$ cat src/rtl/one_addr_serializer.sv
// ============================================================================
// Module      : one_addr_serializer
// Description : Accepts an N-bit vector and emits the index of every set bit,
//               one per transfer, lowest or highest index first. The optional
//               set-bit count output cnt_o is enabled by the ONE_ADDR_CNT_EN macro.
// Revision    : 1.0 - initial release
// ============================================================================
`timescale 1ns/1ps
`default_nettype none

module one_addr_serializer #(
    parameter int N         = 5,
    parameter int WIDTH     = $clog2(N),
    parameter int MSB_FIRST = 0
) (
    input  logic             clk,
    input  logic             rst_n,
    input  logic [N-1:0]     data,
    input  logic             vld_i,
    output logic             rdy_i,
    output logic [WIDTH-1:0] addr,
    output logic             vld_o,
    input  logic             rdy_o,
    output logic             last_o,
    output logic             done_o
`ifdef ONE_ADDR_CNT_EN
    ,
    output logic [WIDTH:0]   cnt_o
`endif
);

    typedef enum logic [0:0] {
        IDLE = 1'b0,
        SCAN = 1'b1
    } state_t;

    state_t           r_state;
    logic [N-1:0]     r_mask;
    logic [N-1:0]     w_next_mask;
    logic             w_accept;
    logic             w_xfer;

    // Priority pick: the last match written wins, so loop direction sets the order.
    function automatic logic [WIDTH-1:0] pick_index(input logic [N-1:0] vec);
        logic [WIDTH-1:0] idx;
        idx = '0;
        if (MSB_FIRST != 0) begin
            for (int i = 0; i < N; i++) begin
                if (vec[i]) idx = WIDTH'(i);
            end
        end else begin
            for (int i = N - 1; i >= 0; i--) begin
                if (vec[i]) idx = WIDTH'(i);
            end
        end
        return idx;
    endfunction

    function automatic logic is_single(input logic [N-1:0] vec);
        return (vec != '0) && ((vec & (vec - N'(1))) == '0);
    endfunction

`ifdef ONE_ADDR_CNT_EN
    function automatic logic [WIDTH:0] popcount(input logic [N-1:0] vec);
        logic [WIDTH:0] cnt;
        cnt = '0;
        for (int i = 0; i < N; i++) begin
            cnt = cnt + {{WIDTH{1'b0}}, vec[i]};
        end
        return cnt;
    endfunction
`endif

    assign w_accept = vld_i & rdy_i;
    assign w_xfer   = vld_o & rdy_o;

    // Mask with the currently presented bit removed.
    always_comb begin
        w_next_mask = r_mask;
        for (int i = 0; i < N; i++) begin
            if (addr == WIDTH'(i)) w_next_mask[i] = 1'b0;
        end
    end

    always_ff @(posedge clk or negedge rst_n) begin
        if (!rst_n) begin
            r_state <= IDLE;
            r_mask  <= '0;
            rdy_i   <= 1'b1;
            addr    <= '0;
            vld_o   <= 1'b0;
            last_o  <= 1'b0;
            done_o  <= 1'b0;
`ifdef ONE_ADDR_CNT_EN
            cnt_o   <= '0;
`endif
        end else begin
            done_o <= 1'b0;
            case (r_state)
                IDLE: begin
                    if (w_accept) begin
`ifdef ONE_ADDR_CNT_EN
                        cnt_o <= popcount(data);
`endif
                        if (data != '0) begin
                            r_mask  <= data;
                            r_state <= SCAN;
                            rdy_i   <= 1'b0;
                            vld_o   <= 1'b1;
                            addr    <= pick_index(data);
                            last_o  <= is_single(data);
                        end else begin
                            done_o  <= 1'b1;
                        end
                    end
                end
                SCAN: begin
                    if (w_xfer) begin
                        if (last_o) begin
                            r_state <= IDLE;
                            r_mask  <= '0;
                            rdy_i   <= 1'b1;
                            vld_o   <= 1'b0;
                            addr    <= '0;
                            last_o  <= 1'b0;
                            done_o  <= 1'b1;
                        end else begin
                            r_mask  <= w_next_mask;
                            addr    <= pick_index(w_next_mask);
                            last_o  <= is_single(w_next_mask);
                        end
                    end
                end
            endcase
        end
    end

endmodule

`default_nettype wire

$ cat config.mk
export PLATFORM = sky130hd
export DESIGN_NAME = one_addr_serializer
export DESIGN_NICKNAME = d
export VERILOG_FILES = /design/src/rtl/one_addr_serializer.sv
export SDC_FILE = /design/constraint.sdc
export NUM_CORES = 1
export LEC_CHECK = 0
export CORE_MARGIN = 1.5
export CORE_UTILIZATION = 52
export DETAILED_ROUTE_END_ITERATION = 10
export GPL_ROUTABILITY_DRIVEN = 0
export PLACE_DENSITY_LB_ADDON = 0.2
export SYNTH_ARGS = -nofsm -noshare
export SYNTH_HDL_FRONTEND = slang
export SYNTH_SLANG_ARGS = --single-unit
export TNS_END_PERCENT = 5
$ cat constraint.sdc
create_clock -name clk -period 1.7 [get_ports clk]
set_input_delay 0.425 -clock clk [delete_from_list [all_inputs] [get_ports clk]]
set_output_delay 0.425 -clock clk [all_outputs]
set_load 0.01 [all_outputs]
After elaboration in Yosys (flattened, before gate mapping). Cells that the tools add are included.

Word-level logic and storage cells: 81. Register bits: 13. Input bits: 9.

Add/subtract/negate cells: 2. Reductions and logical operators: 9. Bitwise operators: 5. Muxes and demuxes: 50. Equal/unequal tests: 8.

Operator list (count): $mux W3 (14); $mux W1 (25); $mux W5 (4); $and A5 B5 Y5 (2); $logic_not A5 Y1 (2); $pmux W1 S2 (5); $pmux W5 S2 (1); $reduce_bool A5 Y1 (2); $sub A5 B1 Y5 const B (2); $eq A3 B2 Y1 const B (2); $ne A2 B2 Y1 const B (3); $pmux W3 S2 (1); $reduce_and A4 Y1 (1); $eq A3 B1 Y1 const B (1); $eq A3 B3 Y1 const B (1); $logic_not A3 Y1 (1); $reduce_and A3 Y1 (1); $and A1 B1 Y1 (2); $logic_and A1 B1 Y1 (2); $ne A2 B1 Y1 const B (1); $not A1 Y1 (1).

Logic depth before layout (Yosys ltp).
Depth after elaboration: 10. Mapped depth: 7. Depth with buffers taken out: 5.

Worst setup path after synthesis. OpenSTA, ideal clock, no wires.

Kind: register to register. From: register addr[2]. To: register last_o. Clock period less this slack: 1655 ps. Setup time: 84 ps. Buffers on the path: 1. Path slack: 45 ps. Stages on the path, launching flop included: 7. Data arrival time: 1571 ps. Required time: 1616 ps. Path through: dfrtp_1 buf_6 nor2b_4 a21oi_2 a2bb2oi_2 or4_4 a41oi_2.

Longest elaborated chain between the ends: 9.

Ends and longest elaborated chain: start, declared (RTL line 21) `output logic [WIDTH-1:0] addr,`; start signal, assigned (RTL line 110) `addr <= pick_index(data);`; start signal, assigned (RTL line 129) `addr <= pick_index(w_next_mask);`; $eq A3 B1 Y1, or another cell as far along (RTL line 81) `if (addr == WIDTH'(i)) w_next_mask[i] = 1'b0;`; $mux W1 (RTL line 81); $sub A5 B1 Y5 (RTL line 60) `return (vec != '0) && ((vec & (vec - N'(1))) == '0);`; $and A5 B5 Y5 (RTL line 60); $logic_not A5 Y1 (RTL line 60); $logic_and A1 B1 Y1 * (RTL line 60); $mux W1 * (RTL line 119) `if (last_o) begin`; $mux W1 * (RTL line 118) `if (w_xfer) begin`; $pmux W1 S2 * (RTL line 99) `case (r_state)`; end signal, assigned (RTL line 111) `last_o <= is_single(data);`; end signal, assigned (RTL line 130) `last_o <= is_single(w_next_mask);`; end, declared (RTL line 24) `output logic last_o,`.

Every way passes the cells marked *; elsewhere a longest branch is shown, timed or not. The select of a mux whose other input is x is not followed. A chain may end at the register's enable or synchronous reset.

Worst setup path in the final report.
From: register addr[0]. To: register last_o.

The elaborated chain is that of the path after synthesis.

==> impl_metrics.py <==
metrics = {
    "critical_path": {
        "reg2regPathDepth": 6,
        "critPathKind": "reg -> reg",
        "critPathRequiredTime_ps": 1900,
        "reg2reg_from": "addr[0]$_DFFE_PN0P_",
        "r2r_end": "last_o$_DFFE_PN0P_",
        "critPathMaxFanout": 4,
        "critPathLaunchType": "register",
        "end_kind": "register",
        "worstPathArrival_ps": 1920,
        "r2r_setup_slack_ps": -20,
    },
    "routing": {
        "vias": 1078,
        "drt_iter0_drc": 62,
        "ant_nets": 0,
        "vias_per_cell": 6.022,
        "drt-pass1-iter-count": 4,
        "routed_wl_mm": 2.978,
        "drc": 0,
        "wire_per_inst_um": 16.64,
    },
    "yosys": {
        "synth_edf_count": 0,
        "syn_area_um2": 985.9,
        "yosysTopAreaCellShare": 0.3046,
        "yosysSeqAreaShare": 0.3312,
        "yosysMostFrequentCell": "nor2_1",
        "synth_commonest_cells": "13 x nor2_1, 12 x dfrtp_1, 9 x nand2_1",
        "ys_warn_count": 0,
        "syn_inst": 110,
        "synth_nets": 119,
        "yosysTopAreaCell": "dfrtp_1",
        "async_reset_ff_frac": 1.000,
        "yosys-top-cells-area": "dfrtp_1 30%, nor2_1 4.9%, a22o_1 3.6%",
        "synth_seq_cells": 13,
        "synthFlopType": "dfrtp_1",
        "ys_types": 44,
        "synth_area_per_cell_um2": 8.963,
    },
    "pwr": {
        "power_density_mw_per_mm2": 1884,
        "irDropWorstVdd_mv": 1.222,
        "p_total_mw": 2.694,
        "p_leak_nw": 0.6344,
    },
    "sta": {
        "period_needed_ps": 1719,
        "fin_ws_ps": -18.61,
        "slew_headroom": 0.7634,
        "rsz0062_at_grt": "true",
        "fin_worst_skew_ps": 5.809,
        "tightest_slew_ps": 353.9,
        "setup_violations": 1,
        "hold_viol_final": 0,
        "fin_crit_sh": 1.011,
        "fmax_mhz": 581.9,
        "slew_viol_final": 0,
    },
    "placed_design": {
        "io_buffers": 15,
        "hpwl_mm": 2.065,
        "place_area_mm2": 0.001324,
        "dp_slack_ps": -342.1,
        "dp_cells": 171,
    },
    "grt": {
        "track_usage": 0.2944,
        "grt_pass1_wl_mm": 4.429,
        "antenna_found_initial": 0,
        "grt_overflow": 0,
        "grt_max_degree": 15,
        "grt_pass1_vias": 959,
    },
    "finish": {
        "antenna_cells": 0,
        "postLayoutCellArea_mm2": 0.001430,
        "drive_gt1_frac": 0.3571,
        "syn2layout_area_growth_pct": 45.05,
        "nets": 164,
        "stdcell_count": 179,
    },
    "flow_run": {
        "drv_cap": 0,
    },
    "clock_tree": {
        "clock_sinks": 13,
        "cts_buffers": 3,
        "clock_latency_ps": 280,
        "clk_pin_slew_worst_paths_ps": 90,
        "cts_htree_levels": 1,
        "root_buffer": "clkbuf_4",
        "clockBufferDepth": 2,
        "cts_tree": "done",
    },
    "die": {
        "die_y_um": 46.55,
        "dieArea_mm2": 0.002166,
        "initial_utilization": 0.5649,
        "core.rowCount": 15,
        "die_w_um": 46.55,
        "io_pins": 16,
        "coreArea_mm2": 0.001745,
    },
    "run_status": {
        "status": "finished with violations",
        "violations": "negative setup slack",
    },
    "hold_path": {
        "min_path_type": "in -> async",
    },
}
==> worst max path at each step <==
stage / startpoint / end / slack (ps)
2_1_floorplan: addr[2]$_DFFE_PN0P_ / last_o$_DFFE_PN0P_ / 50
3_3_place_gp: data[1] / last_o$_DFFE_PN0P_ / -280
3_5_place_dp: data[1] / last_o$_DFFE_PN0P_ / -340
4_1_cts: addr[0]$_DFFE_PN0P_ / last_o$_DFFE_PN0P_ / -20
5_1_grt: addr[0]$_DFFE_PN0P_ / last_o$_DFFE_PN0P_ / -30
6_report: addr[0]$_DFFE_PN0P_ / last_o$_DFFE_PN0P_ / -20
==> flip-flops by register name, summed over array words and instances (netlist names) <==
name     count
rdy_i        1
addr         3
done_o       1
last_o       1
r_mask       5
vld_o        1
r_state      1
==> logic make-up after synthesis <==
kind of cell,Yosys count,synth area share
AO/OA/AOI/OAI,39,0.3097
AND/OR/NAND/NOR,45,0.2678
flip-flops,13,0.3312
buffers and inverters,12,0.08248
XOR/XNOR,1,0.008885
==> repair_timing <==
action / CTS / global route
gates resized for setup: 10 / 13
pin swaps: 2 / 7
cloned: 0 / 1
endpoints found under the setup margin: 11 / 12
setup buffers: 2 / 3
hold endpoints to repair: 0 / 0
hold buffers: 0 / 0
==> where the power goes <==
| part | internal (mW) | switching, mW |
|---|---|---|
| sequential | 0.475 | 0.217 |
| combinational | 0.928 | 0.874 |
| clock | 0.0874 | 0.114 |
| total | 1.49 | 1.20 |
==> layout by cell type (no fill, tap or decap), types with 2 or more instances in the layout <==
master           instances
buf_6                    3
o21ai_0                  6
o221ai_1                 2
nand2_4                  2
nor2_1                  12
a211oi_1                 2
nor2_2                   2
clkdlybuf4s50_1          7
dfrtp_2                  3
dfrtp_1                  9
nand2_1                  9
clkbuf_4                 3
a31oi_1                  3
a22o_1                   4
buf_4                   26
nor2b_1                  3
nor4_1                   3
o211ai_1                 3
inv_1                    6
a21oi_1                  6
dlymetal6s2s_1           2
dlygate4sd2_1            6
nand3_1                  3
nand2b_1                 2
==> routing by layer <==
metal / global-route usage / share of wire / up-vias / wire length (um)
li1: - / - / 499 / -
met5: 0 / 0 / - / 0
met1: 0.3636 / 0.41 / 521 / 1216
met4: 0.08000 / 0.0091 / 0 / 27
met3: 0.08627 / 0.083 / 4 / 246
met2: 0.4944 / 0.50 / 54 / 1488
==> worst max-delay path, cell delays in order, from the launching register on <==
cell	delay, ps
dfrtp_2	410
buf_6	110
buf_4	120
o31ai_2	70
and2b_2	210
or4_4	540
a41oi_2	190
==> layout make-up <==
class	count	area, um2
multi-input combinational	86	621.8
timing repair buffer	45	396.6
sequential	13	330.3
fill	119	315.3
tap	25	31.28
clock buffer	3	22.52
inverter	6	22.52
clock inverter	1	5.005
==> stage by stage <==
step                      hold WS, ps  setup TNS, ps    util
after CTS                       445.2         -22.98  0.7814
after global routing            464.9         -60.24  0.8194
after floorplan                 129.4              0       -
final                           441.3         -18.61  0.8194
after global placement          499.4          -2867  0.7584
after detailed placement        516.0          -3283  0.7584
Power figures use the tool's default switching activity.
